[src/rtl/game_pkg.sv]
// Shared game-logic types and default sizing for the player death/respawn path.
package game_pkg;

  typedef enum logic [1:0] {
    IDLE    = 2'd0,
    PLAY    = 2'd1,
    DYING   = 2'd2,
    RESPAWN = 2'd3
  } death_state_t;

  localparam int unsigned DEF_NUM_ENEMIES  = 16;
  localparam int unsigned DEF_FADE_FRAMES  = 32;
  localparam int unsigned DEF_GRACE_FRAMES = 8;
  localparam int unsigned DEF_CNT_W        = 10;

endpackage

[src/rtl/death_sequencer_sat_counter.sv]
// Enable-increment counter that sticks at all-ones; async active-low clear.
module sat_counter #(
  parameter int unsigned W = 8
) (
  input  logic         clk,
  input  logic         rst_n,
  input  logic         en,
  output logic [W-1:0] count
);

  always_ff @(posedge clk or negedge rst_n) begin
    if (!rst_n) begin
      count <= '0;
    end else if (en && (count != {W{1'b1}})) begin
      count <= count + W'(1);
    end
  end

endmodule

[src/rtl/death_sequencer.sv]
// Player death/respawn sequencer: freeze on enemy hit, fade countdown, one-frame respawn pulses,
// post-respawn collision grace and a saturating death counter for the HUD.
module death_sequencer
  import game_pkg::*;
#(
  parameter int unsigned NUM_ENEMIES  = DEF_NUM_ENEMIES,
  parameter int unsigned FADE_FRAMES  = DEF_FADE_FRAMES,
  parameter int unsigned GRACE_FRAMES = DEF_GRACE_FRAMES,
  parameter int unsigned CNT_W        = DEF_CNT_W
) (
  input  logic                               frame_clk,
  input  logic                               Reset_n,
  input  logic                               game_active,
  input  logic                               level_load,
  input  logic [NUM_ENEMIES-1:0]             collision_vec,
  output logic                               player_freeze,
  output logic                               player_respawn,
  output logic                               start_enemies,
  output logic                               death_pulse,
  output logic [$clog2(FADE_FRAMES+1)-1:0]   fade_level,
  output logic [CNT_W-1:0]                   death_count,
  output logic [1:0]                         state_dbg
);

  localparam int unsigned FW = $clog2(FADE_FRAMES + 1);
  localparam int unsigned GW = (GRACE_FRAMES > 0) ? $clog2(GRACE_FRAMES + 1) : 1;

  death_state_t  state, state_n;
  logic [FW-1:0] fade, fade_n;
  logic [GW-1:0] grace, grace_n;
  logic          hit;
  logic          count_en;

  assign hit = (|collision_vec) && (state == PLAY) && (grace == '0);

  // Next-state: inactive beats level load beats hit.
  always_comb begin
    state_n  = state;
    fade_n   = fade;
    grace_n  = grace;
    count_en = 1'b0;
    if (!game_active) begin
      state_n = IDLE;
      fade_n  = '0;
      grace_n = '0;
    end else if (state == IDLE) begin
      state_n = RESPAWN;
    end else if (level_load) begin
      state_n = RESPAWN;
      fade_n  = '0;
    end else begin
      case (state)
        PLAY: begin
          if (hit) begin
            state_n  = DYING;
            fade_n   = FW'(FADE_FRAMES);
            count_en = 1'b1;
          end else if (grace != '0) begin
            grace_n = grace - GW'(1);
          end
        end
        DYING: begin
          fade_n = fade - FW'(1);
          if (fade == FW'(1)) state_n = RESPAWN;
        end
        RESPAWN: begin
          state_n = PLAY;
          grace_n = GW'(GRACE_FRAMES);
        end
        default: state_n = IDLE;
      endcase
    end
  end

  // Outputs are decoded from the next state so every one of them leaves a flop glitch-free.
  always_ff @(posedge frame_clk or negedge Reset_n) begin
    if (!Reset_n) begin
      state          <= IDLE;
      fade           <= '0;
      grace          <= '0;
      player_freeze  <= 1'b1;
      player_respawn <= 1'b0;
      start_enemies  <= 1'b0;
      death_pulse    <= 1'b0;
    end else begin
      state          <= state_n;
      fade           <= fade_n;
      grace          <= grace_n;
      player_freeze  <= (state_n != PLAY);
      player_respawn <= (state_n == RESPAWN);
      start_enemies  <= (state_n == RESPAWN);
      death_pulse    <= count_en;
    end
  end

  assign fade_level = fade;
  assign state_dbg  = state;

  sat_counter #(.W(CNT_W)) u_death_cnt (
    .clk   (frame_clk),
    .rst_n (Reset_n),
    .en    (count_en),
    .count (death_count)
  );

endmodule

[config.mk]
export PLATFORM = sky130hd
export DESIGN_NAME = death_sequencer
export DESIGN_NICKNAME = d
export VERILOG_FILES = /design/src/rtl/game_pkg.sv /design/src/rtl/death_sequencer_sat_counter.sv /design/src/rtl/death_sequencer.sv
export SDC_FILE = /design/constraint.sdc
export NUM_CORES = 1
export LEC_CHECK = 0
export ABC_AREA = 1
export BUFFER_PORTS_ARGS = -buffer_cell sky130_fd_sc_hd__buf_2
export CAP_MARGIN = 20
export CORE_MARGIN = 1
export CORE_UTILIZATION = 25
export DETAILED_ROUTE_END_ITERATION = 8
export PLACE_DENSITY = 0.5
export SLEW_MARGIN = 20
export SYNTH_ARGS = -nofsm -noshare
export SYNTH_HDL_FRONTEND = slang
export SYNTH_SLANG_ARGS = --single-unit
[constraint.sdc]
create_clock -name frame_clk -period 3.93 [get_ports frame_clk]
set_clock_uncertainty 0.15 [all_clocks]
set_input_delay 0.786 -clock frame_clk [delete_from_list [all_inputs] [get_ports frame_clk]]
set_output_delay 0.786 -clock frame_clk [all_outputs]
set_load 0.05 [all_outputs]
==> key figures, run 1 <==
Run status
  – Outcome: completed

Synthesis
  – Largest cells by area after synthesis: dfrtp_1, nand2_1, ha_1
  – Synth Area in XOR/XNOR: 6.21%
  – Mux contribution to synthesized area: 0%
  – Net count after synthesis: 229
  – Post-synth top cells: nand2_1, dfrtp_1, inv_1, nor2_1, nand3_1
  – Synthesized area per cell: 7.79 µm²
  – Number of library cell types mapped by synthesis: 27
  – Post-synthesis register bit count: 25
  – Simple-Gate Fraction of Synth Area: 28.5%
  – Area leader, netlist: dfrtp_1
  – Seq/Total Area, Yosys: 40.4%
  – Largest family of logic cells by synthesized area: simple AND/OR/NAND/NOR gates
  – Top-count cell post-synth: nand2_1
  – Synth top area share: 38.7%
  – Adder-Cell Fraction of Synth Area: 8.07%
  – Compound-Gate Fraction of Synth Area: 9.28%
  – Most used DFF post-synth: dfrtp_1
  – Post-synth EDFFs: 0
  – Cell Area, Synth: 1550 µm²
  – Yosys warns: 0
  – Post-synth ARST share: 100%
  – Gate Count Post-Synth: 199

Layout
  – Finished Layout Cells: 315
  – Share of cells above drive strength 1: 23.3%
  – Number of inserted diodes: 0
  – P&R area growth vs syn: 20.5%
  – # nets final: 271
  – Fin area: 1870 µm²

Placed design
  – Port Buffers: 41
  – Post-DP HPWL: 2.63 mm
  – Dpl cells: 311
  – RePlAce Congestion: 0.785
  – Dpl cell area: 1820 µm²

Route
  – DRT iter0 DRCs: 73
  – Via count: 1,373
  – Wire per inst: 11.1 µm
  – Number of remaining DRC errors: 0
  – Antenna Nets Post-Route: 0
  – Final wirelength: 3.48 mm
  – Vias per cell: 4.36
  – TritonRoute pass-1 iters: 6

Global routing
  – Total GRT Usage: 11.8%
  – Overflow after GRT: 0
  – Largest net degree at the start of global routing: 26
  – First-pass GRT wire length: 6.04 mm
  – Initial antenna violation count: 0
  – Vias in the first global route: 1,349

Setup path
  – Crit Reg-Reg Startpoint: state_dbg[1]$_DFF_PN0_
  – CP Launch Type: flop
  – Crit path launch: state_dbg[1]$_DFF_PN0_
  – FF-to-FF End: u_death_cnt.count[5]$_DFFE_PN0P_
  – R2r setup slk: 1.78 ns
  – CP required: 3.99 ns
  – R2r worst-path depth: 10
  – Critical Path Fanout Max: 11
  – CP Capture Type: flop
  – CP endpoint: u_death_cnt.count[5]$_DFFE_PN0P_
  – Data arrival, critical path: 2.20 ns
  – WS Path Type: flop to flop

STA
  – Tmin final: 2.15 ns
  – Slew @ Worst Pin: 0.601 ns
  – RSZ-0062 raised after global routing: false
  – Crit share post-route: 54.6%
  – Final hold violations: 0
  – Final setup viols: 0
  – Slew HR: 60.0%
  – Fmax: 466 MHz
  – Sum Neg Setup Slack: 0 ns
  – Final Max Tran Viols: 0

Die
  – Io pins: 42
  – Die outline width: 80.7 µm
  – Die ar.: 6520 µm²
  – Die Ht: 80.7 µm
  – Initial Util: 26.0%
  – Core region area: 5960 µm²
  – Num rows: 28

Clock tree
  – CTS Buf Count: 3
  – CTS sink cnt: 25
  – CTS root buf: clkbuf_8
  – H-tree Lvls: 1
  – Post-CTS sizing: 0
  – Clock buffer depth: 2
  – Cts hold-fix bufs: 0
  – CTS tree: yes
  – Insertion delay to the later sink of the worst-skew pair: 0.27 ns
  – Setup bufs post-CTS: 0
  – Reg clk slew, reported paths: 0.10 ns

Pwr
  – PD cells: 493 nW/µm²
  – Pleak: 0.000950 µW
  – Worst IR Drop VDD: 324 µV

Hold path
  – HP Class: primary input to asynchronous set/reset pin

Flow run
  – # Max-Cap Violations: 0
[through the flow]
step | utilization [%] | power, µW | hold slack (ns) | setup slack [ns]
after floorplan | - | 670 | 0.309 | 1.64
after global placement | 30.5 | 766 | 0.355 | 1.72
after detailed placement | 30.5 | 767 | 0.352 | 1.64
after CTS | 31.4 | 932 | 0.366 | 1.72
after global routing | 31.4 | 990 | 0.387 | 1.50
final | 31.4 | 922 | 0.360 | 1.78
[layout by cell type (no fill, tap or decap), drive strengths merged, types with 4 or more instances in the layout]
master   n
nand2   54
inv     23
xnor2    4
nand3   18
xor2     7
dfrtp   24
ha      10
o21ai   14
a21oi    5
buf     41
nor2    23
[worst max-delay path, cell delays in order, from the launching register on]
cell and delay [ns]:
dfrtp_1 0.45, inv_1 0.13, ha_1 0.27, inv_1 0.06, nor2_1 0.12, nand2_1 0.13, nor2_1 0.25, o21ai_4 0.16
inv_2 0.19, nand2_1 0.08, o21ai_1 0.08
[registers in the layout, summed over array words and instances, names as in the netlist]
signal             flops
fade_level             6
death_pulse            1
player_freeze          1
grace                  4
start_enemies          1
state_dbg              2
u_death_cnt.count     10
[power by group]
| part | leakage (µW) | internal, µW | switching (µW) |
|---|---|---|---|
| Combinational | 0.000608 | 117 | 280 |
| Sequential | 0.000321 | 307 | 57.0 |
| Clock | 0.0000217 | 71.9 | 89.0 |
[cells by family after synthesis]
| group | count (synthesis) |
|---|---|
| buffers and inverters | 27 |
| flip-flops | 25 |
| adder cells (fa/ha/maj) | 10 |
| AND/OR/NAND/NOR | 102 |
| XOR/XNOR | 11 |
| AO/OA/AOI/OAI | 24 |
[how the worst min path moves through the flow]
| stage | startpoint | slack, ns | to | cells after the start |
|---|---|---|---|---|
| floorplan | grace[0]$_DFFE_PN0P_ | 0.31 | grace[0]$_DFFE_PN0P_ | 1 |
| global placement | grace[0]$_DFFE_PN0P_ | 0.35 | grace[0]$_DFFE_PN0P_ | 1 |
| detailed placement | grace[0]$_DFFE_PN0P_ | 0.35 | grace[0]$_DFFE_PN0P_ | 1 |
| CTS | Reset_n | 0.37 | u_death_cnt.count[5]$_DFFE_PN0P_ | 1 |
| global route | Reset_n | 0.39 | u_death_cnt.count[3]$_DFFE_PN0P_ | 1 |
| finish | Reset_n | 0.36 | u_death_cnt.count[5]$_DFFE_PN0P_ | 1 |
[cell type report]
type | count | area (µm²)
clock inverters | 1 | 7.51
inverters | 23 | 86.3
well taps | 75 | 93.8
flip-flops and latches | 25 | 627
repair buffers | 41 | 205
multi-input cells | 147 | 807
fillers | 672 | 4090
clock buffers | 3 | 41.3
[metal layers]
layer	routed length (µm)	track usage [%]
met1	1820	16.7
met5	0	0
met3	157	2.13
met4	24	3.04
met2	1480	18.6
No activity file was read; power rests on OpenSTA's default activity.
==> inputs of run 2 (changes only) <==
--- a/config.mk
+++ b/config.mk
@@ -5,7 +5,7 @@
 export SDC_FILE = /design/constraint.sdc
 export NUM_CORES = 1
 export LEC_CHECK = 0
-export ABC_AREA = 1
+export ABC_AREA = 0
 export BUFFER_PORTS_ARGS = -buffer_cell sky130_fd_sc_hd__buf_2
 export CAP_MARGIN = 20
 export CORE_MARGIN = 1
==> constraint.sdc (replaced) <==
create_clock -name frame_clk -period 2.1 [get_ports frame_clk]
set_clock_uncertainty 0.15 [all_clocks]
set_input_delay 0.42 -clock frame_clk [delete_from_list [all_inputs] [get_ports frame_clk]]
set_output_delay 0.42 -clock frame_clk [all_outputs]
set_load 0.05 [all_outputs]
==> key figures, run 2 <==
Synthesis
  – Area leader, netlist: dfrtp_1
  – Post-synthesis register bit count: 25
  – Most used DFF post-synth: dfrtp_1
  – Number of library cell types mapped by synthesis: 42
  – Post-synth top cells: dfrtp_1, ha_1, inv_1, nor2_1, nand2_1
  – Top-count cell post-synth: dfrtp_1
  – Cell Area, Synth: 1510 µm²
  – Yosys warns: 0
  – Synth top area share: 39.8%
  – Gate Count Post-Synth: 148
  – Post-synth EDFFs: 0
  – Post-synth ARST share: 100%
  – Net count after synthesis: 178
  – Largest cells by area after synthesis: dfrtp_1, ha_1, nor4_2
  – Seq/Total Area, Yosys: 41.6%
  – Synthesized area per cell: 10.2 µm²

Die
  – Core region area: 5680 µm²
  – Die outline width: 79.7 µm
  – Num rows: 27
  – Die ar.: 6350 µm²
  – Initial Util: 26.6%
  – Die Ht: 79.7 µm
  – Io pins: 42

STA
  – Final hold violations: 10
  – Final worst setup slack: 0.111 ns
  – Fmax: 503 MHz
  – Final setup viols: 0
  – Worst hold slack: -0.00492 ns
  – Tmin final: 1.99 ns
  – Sum Neg Setup Slack: 0 ns
  – Slew @ Worst Pin: 0.602 ns
  – Slew HR: 59.9%
  – Final Max Tran Viols: 0
  – RSZ-0062 raised after global routing: true
  – Crit share post-route: 94.7%

Route
  – TritonRoute pass-1 iters: 4
  – Vias per cell: 4.56
  – Antenna Nets Post-Route: 0
  – DRT iter0 DRCs: 46
  – Number of remaining DRC errors: 0
  – Via count: 1,312
  – Wire per inst: 12.8 µm
  – Final wirelength: 3.68 mm

Global routing
  – First-pass GRT wire length: 6.23 mm
  – Total GRT Usage: 12.5%
  – Initial antenna violation count: 0
  – Largest net degree at the start of global routing: 26
  – Overflow after GRT: 0
  – Vias in the first global route: 1,358

Layout
  – Max reg flops: 10
  – P&R area growth vs syn: 38.3%
  – Storage cell area: 632 µm²
  – FILL cells: 595
  – Fin area: 2080 µm²
  – Area of the multi-input gates: 875 µm²
  – Share of cells above drive strength 1: 44.4%
  – Top reg by flops: u_death_cnt.count
  – # nets final: 247
  – Number of inserted diodes: 0
  – Most common library cell in the layout ignoring fill and taps: buf_2
  – Most frequent cells in the layout: buf_2, buf_4, dfrtp_1

Setup path
  – Critical Path Fanout Max: 5
  – WS Path Type: flop to flop
  – CP Capture Type: flop
  – Highest-delay cell along the critical path: dfrtp_2
  – Crit-path cells: inv_2 > ha_4 > nand4bb_4 > a41oi_4 > buf_6 > nand4_4 > buf_4 > nor2_2 > xor2_1
  – CP Launch Type: flop
  – CP required: 2.15 ns
  – Data arrival, critical path: 2.04 ns
  – Crit path largest cell delay: 0.41 ns

Clock tree
  – CTS tree: yes
  – CTS Buf Count: 3
  – Cts hold-fix bufs: 0
  – CTS root buf: clkbuf_8
  – Clock buffer depth: 2
  – H-tree Lvls: 1
  – CTS sink cnt: 25
  – Reg clk slew, reported paths: 0.09 ns
  – Insertion delay to the later sink of the worst-skew pair: 0.27 ns

Pwr
  – Pleak: 0.000994 µW
  – Worst IR Drop VDD: 564 µV
  – PD cells: 706 nW/µm²

Hold path
  – HP Class: primary input to asynchronous set/reset pin

Run status
  – Outcome: complete, but fails checks
  – Failing checks: negative hold slack

Flow run
  – # Max-Cap Violations: 0

Placed design
  – Port Buffers: 41
  – Dpl ws: -0.0287 ns
  – Dpl cell area: 1970 µm²
  – RePlAce Congestion: 0.744
  – Post-DP HPWL: 2.72 mm
==> run 2: changes by cell type after synthesis, sizes merged, moves of 4 or more <==
| cell | change |
|---|---|
| nand3 | -14 |
| nor2 | -13 |
| nor4 | +7 |
| o21ai | -7 |
| nor2b | +7 |
| nand4 | +4 |
| inv | -13 |
| nand2 | -46 |
| nand2b | +4 |
==> run 2: worst max-delay path, delay by kind of cell (launching register included) <==
kind	cells	cell delay, ns
AND/OR/NAND/NOR	3	0.38
flip-flops	1	0.41
buffers and inverters	3	0.41
XOR/XNOR	1	0.15
AO/OA/AOI/OAI	1	0.26
adder cells (fa/ha/maj)	1	0.15
==> run 2: layout make-up <==
class,instances,area share [%]
multi-input cells,110,42.0
flip-flops and latches,25,30.3
repair buffers,67,19.4
well taps,72,4.32
clock buffers,3,1.98
inverters,10,1.80
clock inverters,1,0.240
==> run 2: final timing paths <==
check / start / end / slack [ns] / cells past startpoint
max in group asynchronous: Reset_n / state_dbg[0]$_DFF_PN0_ / 1.37 / 1
min: Reset_n / u_death_cnt.count[9]$_DFFE_PN0P_ / -0.005 / 1
max reg2reg: state_dbg[1]$_DFF_PN0_ / u_death_cnt.count[4]$_DFFE_PN0P_ / 0.11 / 9
max: state_dbg[1]$_DFF_PN0_ / u_death_cnt.count[4]$_DFFE_PN0P_ / 0.11 / 9
min in group frame_clk: u_death_cnt.count[7]$_DFFE_PN0P_ / u_death_cnt.count[7]$_DFFE_PN0P_ / 0.35 / 1
min reg2reg: u_death_cnt.count[7]$_DFFE_PN0P_ / u_death_cnt.count[7]$_DFFE_PN0P_ / 0.35 / 1
==> run 2: metrics by stage <==
stage	utilization [%]	total power (µW)	std cells
final	36.7	1470	288
after global routing	36.7	1570	288
after CTS	35.7	1460	285
after detailed placement	34.7	1160	280
after global placement	34.7	1160	280
after floorplan	-	954	148
==> run 2: report_power, final <==
group          switching (µW)  total [µW]  internal, µW
registers                42.5         576           533
clock network             160         293           133
logic                     368         603           234
==> run 2: timing repair <==
| action | in CTS | in global routing |
|---|---|---|
| pin swaps | 1 | 4 |
| setup endpoints to repair | 1 | 13 |
| gates resized for setup | 1 | 10 |
| setup buffers | 1 | 3 |
==> run 2: cells by family (layout without fill, tap and decap cells) <==
| family | count (synthesis) | in the layout | synth area share [%] |
|---|---|---|---|
| muxes | 1 | 1 | 0.747 |
| xor gates and xnor gates | 9 | 9 | 5.23 |
| adders and majority gates | 10 | 10 | 8.30 |
| buffers and inverters | 13 | 81 | 3.49 |
| and+or+nand+nor | 61 | 61 | 25.6 |
| DFF | 25 | 25 | 41.6 |
| AOI/OAI and AO/OA | 29 | 29 | 15.1 |
==> run 2: layer usage <==
layer,track usage (%),routed length [µm],vias up
li1,-,-,672
met1,15.9,1800,600
met2,22.0,1690,36
met3,1.37,158,4
met4,3.82,34,0
met5,0,0,-
